[src/rtl/muldiv_unit.sv]
// Iterative multiply/divide unit with HI/LO registers for the EX stage.
// MULT/MULTU/DIV/DIVU run one radix-2 step per cycle; MTHI/MTLO write directly.
// Optional feature macro: MULDIV_FAST_MUL_EN (single-cycle multiply path).
module muldiv_unit #(
    parameter int unsigned WIDTH = 32,
    parameter int unsigned CNT_W = 6
) (
    input  logic             clk,
    input  logic             reset,
    input  logic             start,
    input  logic [2:0]       op,
    input  logic [WIDTH-1:0] src_a,
    input  logic [WIDTH-1:0] src_b,
    input  logic             cancel,
    output logic             busy,
    output logic             done,
    output logic             div_by_zero,
    output logic [WIDTH-1:0] hi,
    output logic [WIDTH-1:0] lo
);

    localparam int unsigned DW = 2 * WIDTH;

    localparam logic [2:0] OP_MULT  = 3'd0;
    localparam logic [2:0] OP_MULTU = 3'd1;
    localparam logic [2:0] OP_DIV   = 3'd2;
    localparam logic [2:0] OP_DIVU  = 3'd3;
    localparam logic [2:0] OP_MTHI  = 3'd4;
    localparam logic [2:0] OP_MTLO  = 3'd5;

    typedef enum logic [1:0] {
        IDLE   = 2'd0,
        RUN    = 2'd1,
        FINISH = 2'd2
    } state_t;

    state_t           state, state_n;
    logic [CNT_W-1:0] cnt, cnt_n;
    logic [DW-1:0]    acc, acc_n;        // mul: {partial, multiplier}; div: {remainder, quotient}
    logic [WIDTH-1:0] opnd, opnd_n;      // mul: multiplicand magnitude; div: divisor magnitude
    logic             is_div, is_div_n;
    logic             neg_res, neg_res_n; // product / quotient negative
    logic             neg_a, neg_a_n;     // remainder takes dividend sign
    logic [WIDTH-1:0] hi_n, lo_n;
    logic             busy_n, done_n, dbz_n;

    logic             op_signed_c;
    logic             sign_a_c, sign_b_c;
    logic [WIDTH-1:0] mag_a_c, mag_b_c;
    logic [WIDTH:0]   mul_sum_c;
    logic [WIDTH:0]   div_shift_c;
    logic [WIDTH-1:0] div_diff_c;
    logic             div_ge_c;
    logic [DW-1:0]    prod_fix_c;
    logic [WIDTH-1:0] quo_c, rem_c;

    // Operand magnitudes and one radix-2 step for each datapath
    always_comb begin
        op_signed_c = (op == OP_MULT) || (op == OP_DIV);
        sign_a_c    = op_signed_c & src_a[WIDTH-1];
        sign_b_c    = op_signed_c & src_b[WIDTH-1];
        mag_a_c     = sign_a_c ? (WIDTH'(0) - src_a) : src_a;
        mag_b_c     = sign_b_c ? (WIDTH'(0) - src_b) : src_b;

        mul_sum_c   = {1'b0, acc[DW-1:WIDTH]} + (acc[0] ? {1'b0, opnd} : (WIDTH+1)'(0));

        div_shift_c = {acc[DW-1:WIDTH], acc[WIDTH-1]};
        div_ge_c    = div_shift_c >= {1'b0, opnd};
        div_diff_c  = div_shift_c[WIDTH-1:0] - opnd;

        prod_fix_c  = neg_res ? (DW'(0) - acc) : acc;
        quo_c       = acc[WIDTH-1:0];
        rem_c       = acc[DW-1:WIDTH];
    end

    // Next-state and next-register logic; cancel overrides everything
    always_comb begin
        state_n   = state;
        cnt_n     = cnt;
        acc_n     = acc;
        opnd_n    = opnd;
        is_div_n  = is_div;
        neg_res_n = neg_res;
        neg_a_n   = neg_a;
        hi_n      = hi;
        lo_n      = lo;
        done_n    = 1'b0;
        dbz_n     = 1'b0;

        case (state)
            IDLE: begin
                if (start && !cancel && !busy) begin
                    case (op)
                        OP_MULT, OP_MULTU: begin
                            is_div_n  = 1'b0;
                            neg_res_n = sign_a_c ^ sign_b_c;
                            neg_a_n   = sign_a_c;
                            opnd_n    = mag_a_c;
                            cnt_n     = '0;
`ifdef MULDIV_FAST_MUL_EN
                            acc_n     = DW'(mag_a_c) * DW'(mag_b_c);
                            state_n   = FINISH;
`else
                            acc_n     = {WIDTH'(0), mag_b_c};
                            state_n   = RUN;
`endif
                        end
                        OP_DIV, OP_DIVU: begin
                            is_div_n  = 1'b1;
                            neg_res_n = sign_a_c ^ sign_b_c;
                            neg_a_n   = sign_a_c;
                            opnd_n    = mag_b_c;
                            acc_n     = {WIDTH'(0), mag_a_c};
                            cnt_n     = '0;
                            state_n   = RUN;
                        end
                        OP_MTHI: hi_n = src_a;
                        OP_MTLO: lo_n = src_a;
                        default: ;
                    endcase
                end
            end
            RUN: begin
                if (cancel) begin
                    state_n = IDLE;
                    cnt_n   = '0;
                end else begin
                    if (is_div) begin
                        acc_n = {(div_ge_c ? div_diff_c : div_shift_c[WIDTH-1:0]),
                                 acc[WIDTH-2:0], div_ge_c};
                    end else begin
                        acc_n = {mul_sum_c, acc[WIDTH-1:1]};
                    end
                    cnt_n = cnt + CNT_W'(1);
                    if (cnt == CNT_W'(WIDTH - 1)) begin
                        state_n = FINISH;
                    end
                end
            end
            FINISH: begin
                state_n = IDLE;
                cnt_n   = '0;
                if (!cancel) begin
                    done_n = 1'b1;
                    if (is_div) begin
                        dbz_n = (opnd == WIDTH'(0));
                        // Divide by zero: remainder already equals the dividend
                        lo_n  = dbz_n ? {WIDTH{1'b1}} : (neg_res ? (WIDTH'(0) - quo_c) : quo_c);
                        hi_n  = neg_a ? (WIDTH'(0) - rem_c) : rem_c;
                    end else begin
                        hi_n  = prod_fix_c[DW-1:WIDTH];
                        lo_n  = prod_fix_c[WIDTH-1:0];
                    end
                end
            end
            default: begin
                state_n = IDLE;
                cnt_n   = '0;
            end
        endcase

        // busy covers the whole operation including the done cycle
        busy_n = (state_n != IDLE) || done_n;
    end

    // State and datapath registers
    always_ff @(posedge clk or negedge reset) begin
        if (!reset) begin
            state       <= IDLE;
            cnt         <= '0;
            acc         <= '0;
            opnd        <= '0;
            is_div      <= 1'b0;
            neg_res     <= 1'b0;
            neg_a       <= 1'b0;
            hi          <= '0;
            lo          <= '0;
            busy        <= 1'b0;
            done        <= 1'b0;
            div_by_zero <= 1'b0;
        end else begin
            state       <= state_n;
            cnt         <= cnt_n;
            acc         <= acc_n;
            opnd        <= opnd_n;
            is_div      <= is_div_n;
            neg_res     <= neg_res_n;
            neg_a       <= neg_a_n;
            hi          <= hi_n;
            lo          <= lo_n;
            busy        <= busy_n;
            done        <= done_n;
            div_by_zero <= dbz_n;
        end
    end

endmodule

[config.mk]
export PLATFORM = sky130hd
export DESIGN_NAME = muldiv_unit
export DESIGN_NICKNAME = d
export VERILOG_FILES = /design/src/rtl/muldiv_unit.sv
export SDC_FILE = /design/constraint.sdc
export NUM_CORES = 1
export LEC_CHECK = 0
export CAP_MARGIN = 20
export CELL_PAD_IN_SITES_DETAIL_PLACEMENT = 0
export CELL_PAD_IN_SITES_GLOBAL_PLACEMENT = 2
export CORE_MARGIN = 2
export CORE_UTILIZATION = 35
export CTS_CLUSTER_DIAMETER = 200
export DETAILED_ROUTE_END_ITERATION = 7
export GPL_TIMING_DRIVEN = 0
export MAX_ROUTING_LAYER = met4
export PLACE_DENSITY = 0.92
export SETUP_SLACK_MARGIN = 0.1
export SYNTH_ARGS = -nofsm -noshare
export SYNTH_HDL_FRONTEND = slang
export SYNTH_SLANG_ARGS = --single-unit
[constraint.sdc]
create_clock -name clk -period 4.1 [get_ports clk]
set_clock_uncertainty 0.15 [all_clocks]
set_input_delay 1.025 -clock clk [delete_from_list [all_inputs] [get_ports clk]]
set_output_delay 1.025 -clock clk [all_outputs]
set_load 0.02 [all_outputs]
==> results of run 1 <==
## cell families (layout without fill, tap and decap cells)
kind of cell	after synthesis	after routing	share of synthesized area [%]
AND/OR/NAND/NOR	659	659	20.3
AO/OA/AOI/OAI	645	645	26.0
buffers and inverters	196	364	5.01
flip-flops	174	174	29.0
XOR/XNOR	169	169	9.86
adder cells (fa/ha/maj)	71	71	6.02
multiplexers	57	57	3.82
other	0	1	0
## worst max-delay path, cell delays in order
cell             delay, ps
clkdlybuf4s50_1        620
nor4_2                 430
nand2_1                110
or2_2                  340
nor3_1                 360
and4_1                 340
nand3_1                 80
a21boi_0               400
a21oi_1                150
a221oi_1               280
## flip-flops by register name (all words and copies together) (netlist names)
signal       flops
neg_res          1
state            2
div_by_zero      1
done             1
cnt              6
neg_a            1
busy             1
hi              32
is_div           1
acc             64
opnd            32
lo              32
## layout by cell type, fill, tap and decap left out, types with 8 or more instances in the layout
cell,Yosys,routed
or4_1,12,12
inv_1,77,76
nand2b_1,23,23
nor3_1,50,48
nor4_1,26,23
and2_1,9,9
o211ai_1,24,24
ha_1,69,69
a31oi_1,31,31
a21oi_1,180,178
o41ai_1,10,9
mux2i_1,54,54
xnor2_1,102,101
buf_1,13,12
clkbuf_1,97,92
o22ai_1,31,30
nand3_1,25,25
o21bai_1,8,8
nor2_1,182,180
nand2_1,246,246
clkdlybuf4s50_1,0,133
dfrtp_1,174,172
a21o_1,28,28
or3_1,19,19
nand4_1,21,21
o21ai_0,200,199
nor2b_1,8,8
xor2_1,67,66
o31ai_1,28,26
a22oi_1,16,16
a221oi_1,10,9
clkbuf_16,0,17
a211oi_1,12,11
## per-stage QoR
stage	hold WS, ps	util (%)
after detailed placement	321	40.5
after floorplan	292	-
after global routing	356	42.4
final	330	42.4
after CTS	335	42.1
after global placement	313	40.4
## worst max path at each step
| stage | startpoint | end | slack, ps | cells past startpoint |
|---|---|---|---|---|
| 4_1_cts | acc[41] | acc[57] | 50 | 12 |
| 6_report | src_a[0] | acc[31] | 190 | 10 |
| 5_1_grt | acc[33] | acc[57] | 40 | 11 |
| 3_5_place_dp | cancel | acc[54] | -610 | 10 |
| 2_1_floorplan | acc[0] | acc[61] | 700 | 13 |
| 3_3_place_gp | reset | acc[44] | -5680 | 1 |
## synth_stat cells (all sizes together), types with 6 or more instances
library cell	number
nor3b	6
a311oi	6
nand2	246
nor4	28
o21ai	209
ha	69
xnor2	102
a21oi	180
o41ai	10
clkbuf	98
o31ai	30
a31oi	31
nor2b	8
nor2	182
or3	21
a221oi	10
or4	12
buf	21
nand2b	24
and2	9
nand3	25
a22o	6
a211oi	12
o211ai	24
nor3	52
dfrtp	174
a21o	28
xor2	67
o221ai	8
o21bai	8
o22ai	31
nand4	21
a22oi	16
inv	77
mux2i	54
## final cells by class
| type | instances | area, sq um |
|---|---|---|
| antenna | 1 | 2.50 |
| clock inverter | 10 | 139 |
| sequential | 174 | 4360 |
| tap | 539 | 674 |
| multi-input combinational | 1601 | 10100 |
| fill | 4338 | 24300 |
| inverter | 77 | 289 |
| buffer | 118 | 473 |
| clock buffer | 21 | 460 |
| timing repair buffer | 138 | 1400 |
## per-layer routing
layer	global-route usage [%]	share of wire, %
met1	40.2	45
met2	43.8	44
met5	-	0
met3	4.65	7.8
met4	11.7	3.8
## repair_timing
item	in CTS	in global routing
endpoints found under the setup margin	41	55
endpoints found under the hold margin	0	0
resized for setup	18	26
pin swaps	1	2
buffers inserted	0	3
## where the power goes
part           internal (uW)  total [uW]  switching [uW]
Sequential              2250        3090             839
Combinational           2810        7240            4430
Clock                    987        1740             753
Total                   6040       12100            6020
==> impl_metrics.yaml, run 1 <==
global_routing:
  antenna_found_initial: 0
  grt_max_degree: 108
  grt_usage_pct: 29.5
  grt_pass1_vias: 15100
  grt_first_pass_wirelength_microns: 95600
  overflow: 0
yosys:
  synth_flop_cell: "dfrtp_1"
  synth_nets: 2113
  yosysSeqAreaShare_pct: 29.0
  yosys.area.top_type_share_pct: 29.0
  synth_area_leaders: "dfrtp_1 29%, o21ai_0 6.7%, nand2_1 6.1%, a21oi_1 6.0%, xnor2_1 5.9%"
  synthesis.area_sq_um: 15000
  ys.warnings.count: 0
  syn_inst: 1971
  synth.distinct_cells: 70
  synth_edf_count: 0
  synth-seq-cells: 174
  async_flop_share_pct: 100
  syn_area_per_cell_sq_um: 7.62
  synth.largest_area_cell: "dfrtp_1"
timing:
  hold_viol_final: 0
  period_needed_ps: 3910
  tightest_slew_ps: 977
  fin_tns_setup_ps: 0
  fmax_mhz: 256
  period_share_pct: 95.4
  rsz0062_at_grt: "true"
  setup_viol: 0
  layout_setup_ws_ps: 187
  slew_violations: 0
  slew-limit-headroom_pct: 34.4
layout:
  fin_nets: 2269
  area_delta_synth_final_pct: 19.1
  stdcell_area_sq_um: 17900
  stdcell_count: 2679
  drive_gt1_share_pct: 4.63
critical_path:
  reg2reg_from: "acc[44]"
  reg2reg_depth: 12
  r2r_slack_ps: 230
  crit_fanout: 5
  worstReg2RegEnd: "acc[0]"
  worst_ep_required_time_ps: 4320
  critPathKind: "primary input to flip-flop"
  worstSetupEndpointType: "flip-flop"
  worstPathArrival_ps: 4130
  crit_path_start_kind: "primary input"
cts:
  clk_pin_slew_ps: 70
  htreeDepth: 4
  holdBufCountCts: 0
  cts_tree: "built"
  clockBufferDepth: 2
  cts_root_buffer: "clkbuf_16"
  clkSinkCount: 174
  cts_buffers: 17
  clkLatencyLatePin_ps: 470
drt:
  ant_nets: 0
  drc: 0
  drt-wirelength-per-cell_microns: 24.1
  drt_first_pass_iters: 5
  avgViaCountPerCell: 5.96
  routed_wirelength_microns: 64600
  vias: 16000
  drtIter0Drc: 1670
min_path:
  hold_path.class: "flip-flop to flip-flop"
  hp-start: "cnt[5]"
  hold-path-endpoint: "cnt[5]"
  hold_depth: 1
placed_design:
  place_ws_ps: -610
  dpl_cell_area_sq_um: 17100
  portBuffers: 134
  place.gp.congestion: 0.972
  dp.cells: 2645
  dpl.hpwl_microns: 51600
power_and_ir_drop:
  finalPower_uw: 12100
  power.leakage_uw: 0.00743
  pwr_density_cell_nw_per_um2: 675
  peakVddDrop_mv: 0.262
floorplan:
  die_h_microns: 211
  start_util_pct: 35.6
  dieArea_sq_um: 44600
  fp.dieW_microns: 211
  coreArea_sq_um: 42100
  ios: 138
  rows: 75
run:
  drv_cap: 0
status:
  outcome: "complete, no violations"
Note: power is estimated with default switching activity, not from simulation.
==> run 2: changes to the inputs <==
--- a/config.mk
+++ b/config.mk
@@ -5,16 +5,17 @@
 export SDC_FILE = /design/constraint.sdc
 export NUM_CORES = 1
 export LEC_CHECK = 0
+export ABC_AREA = 1
 export CAP_MARGIN = 20
 export CELL_PAD_IN_SITES_DETAIL_PLACEMENT = 0
 export CELL_PAD_IN_SITES_GLOBAL_PLACEMENT = 2
 export CORE_MARGIN = 2
-export CORE_UTILIZATION = 35
+export CORE_UTILIZATION = 32
 export CTS_CLUSTER_DIAMETER = 200
 export DETAILED_ROUTE_END_ITERATION = 7
 export GPL_TIMING_DRIVEN = 0
 export MAX_ROUTING_LAYER = met4
-export PLACE_DENSITY = 0.92
+export PLACE_DENSITY_LB_ADDON = 0.1
 export SETUP_SLACK_MARGIN = 0.1
 export SYNTH_ARGS = -nofsm -noshare
 export SYNTH_HDL_FRONTEND = slang
==> run 2 against run 1 <==
  * Clock power up 3%
  * Critical endpoint is now busy
  * Register-to-register slack better by 100 ps
  * Cell count increased by 54%
  * Design area up 19%
  * First-iteration DRC count increased by 32%
  * Synthesized area is 22% higher
  * Sequential power grew 8.7%
==> impl_metrics.yaml, run 2 <==
status:
  outcome: "complete, no violations"
drt:
  vias: 22200
  avgViaCountPerCell: 5.39
  drt_first_pass_iters: 6
  drt-wirelength-per-cell_microns: 23.8
  drc: 0
  drtIter0Drc: 2200
  ant_nets: 0
  routed_wirelength_microns: 98200
yosys:
  synth_edf_count: 0
  syn_inst: 3194
  synth_nets: 3336
  synth_area_leaders: "dfrtp_1 24%, nand2_1 18%, nor2_1 11%, nand3_1 10%, inv_1 8.3%"
  ys.warnings.count: 0
  synthesis.area_sq_um: 18300
  synth_flop_cell: "dfrtp_1"
  yosys.area.top_type_share_pct: 23.9
  yosys-top-cells-count: "858 x nand2_1, 524 x nor2_1, 406 x inv_1"
  synth.distinct_cells: 45
  yosysSeqAreaShare_pct: 23.9
  syn_area_per_cell_sq_um: 5.72
  synth.largest_area_cell: "dfrtp_1"
  async_flop_share_pct: 100
  yosysMostFrequentCell: "nand2_1"
  synth-seq-cells: 174
run:
  drv_cap: 0
critical_path:
  worst_ep_required_time_ps: 4270
  reg2reg_depth: 17
  cp_top_family: "buffers and inverters"
  crit_fanout: 10
  r2r_slack_ps: 330
  reg2reg_from: "acc[0]"
  cpMostUsedCell: "inv_2"
  cp_slowest_cell: "clkbuf_1"
  slowest_delay_ps: 830
  worstReg2RegEnd: "acc[59]"
  path_cells: "clkdlybuf4s50_1, inv_1, nand4_1, nor2_2, inv_2, nand2_2, inv_2, clkbuf_1, o21ai_0"
  critPathKind: "primary input to flip-flop"
  worstSetupEndpointType: "flip-flop"
  crit_path_start_kind: "primary input"
  cp_num_buf_inv: 5
  cp-startpoint: "cancel"
  worstPathArrival_ps: 3970
cts:
  cts_root_buffer: "clkbuf_16"
  postCtsSetupBuffers: 0
  holdBufCountCts: 0
  htreeDepth: 4
  clkSinkCount: 174
  cts_tree: "built"
  clk_pin_slew_ps: 70
  clkLatencyLatePin_ps: 490
  cts_buffers: 17
  clockBufferDepth: 2
min_path:
  hp-start: "cnt[5]"
  hold_depth: 1
  hold_path.class: "flip-flop to flip-flop"
  hold-path-endpoint: "state[1]"
global_routing:
  grt_max_degree: 89
  antenna_found_initial: 0
  grt_pass1_vias: 21000
  overflow: 0
  grt_usage_pct: 33.8
  grt_first_pass_wirelength_microns: 141000
timing:
  slew-limit-headroom_pct: 27.3
  slew_violations: 0
  rsz0062_at_grt: "false"
  fin_tns_setup_ps: 0
  fmax_mhz: 263
  setup_viol: 0
  hold_viol_final: 0
  tightest_slew_ps: 1090
  period_share_pct: 92.9
  period_needed_ps: 3810
  hold_ws_ps: 291
floorplan:
  die_h_microns: 243
  start_util_pct: 32.4
  rows: 87
  fp.dieW_microns: 243
  dieArea_sq_um: 59000
  ios: 138
  coreArea_sq_um: 56400
power_and_ir_drop:
  peakVddDrop_mv: 0.446
  power.leakage_uw: 0.0105
  pwr_density_cell_nw_per_um2: 677
placed_design:
  place.gp.congestion: 0.981
  dpl.hpwl_microns: 83100
  portBuffers: 137
layout:
  diodes: 0
  n_fill_cell: 6476
  fin_nets: 3494
  top_register: "acc"
  fin_util_pct: 37.7
  area_delta_synth_final_pct: 16.3
  drive_gt1_share_pct: 3.27
  largest_register_ffs: 64
  layout_common_cells: "858 x nand2_1, 524 x nor2_1, 406 x inv_1, 369 x nand3_1, 218 x a21oi_1"
  final_common_cell: "nand2_1"
[run 2: changes by cell type after synthesis, sizes merged, moves of 25 or more]
cell,delta
inv,+337
xnor2,-96
nand4,+33
nand3,+345
buf,+26
mux2i,-54
a21oi,+41
o31ai,-25
clkbuf,-38
nor2,+351
xor2,-26
nor4,-25
nand2,+623
[run 2: metal layers]
metal	routed length, microns	GRT usage (%)	up-vias
met5	0	-	-
met4	3670	11.9	0
met3	6660	5.66	171
met2	43100	51.1	811
met1	44800	45.4	10600
li1	-	-	10700
[run 2: worst max-delay path by stage]
stage                    to  cells after the start
detailed placement     busy                      9
global placement     hi[13]                      1
finish                 busy                      9
global route        acc[63]                     20
floorplan           acc[59]                     17
CTS                 acc[59]                     17
[run 2: worst register-to-register path, delay by kind of cell, from the launching register on]
kind	cells	cell delay, ps
and+or+nand+nor	10	1130
adders and majority gates	2	780
buffers and inverters	4	740
AOI/OAI and AO/OA	1	540
DFF	1	320
[run 2: metrics by stage]
stage          total power [uW]  setup slack [ps]  cells  cell area, sq um
6_report                  14400               293   4121             21200
5_1_grt                   15400               129   4121             21200
4_1_cts                   14200               204   4121             21200
3_5_place_dp              12400              -212   4089             20600
3_3_place_gp              12300             -5930   4087             20600
2_1_floorplan              8700              1410   3194             18300
[run 2: logic make-up after synthesis]
kind of cell	Yosys count	synth area share (%)
compound gates	487	14.4
buf+inv	522	11.2
xor+xnor	47	2.25
fa+ha+maj	71	4.95
flops	174	23.9
simple gates	1893	43.4
[run 2: area by class of cell]
type                    count  area, sq um  area share (%)
clock buffers              19          443            2.09
well taps                 756          946            4.45
plain buffers             107          482            2.27
repair buffers            139         1420            6.68
multi-input cells        2498        11900            55.9
clock inverters            13          169           0.796
inverters                 415         1560            7.34
flip-flops and latches    174         4350            20.5
[run 2: where the power goes]
part / internal, uW / switching, uW
Sequential: 2250 / 1110
Clock: 938 / 851
Combinational: 2890 / 6330
[run 2: timing repair]
item                                    CTS  global route
hold endpoints to repair                  0             0
gates resized for setup                   0             1
endpoints found under the setup margin    0             8
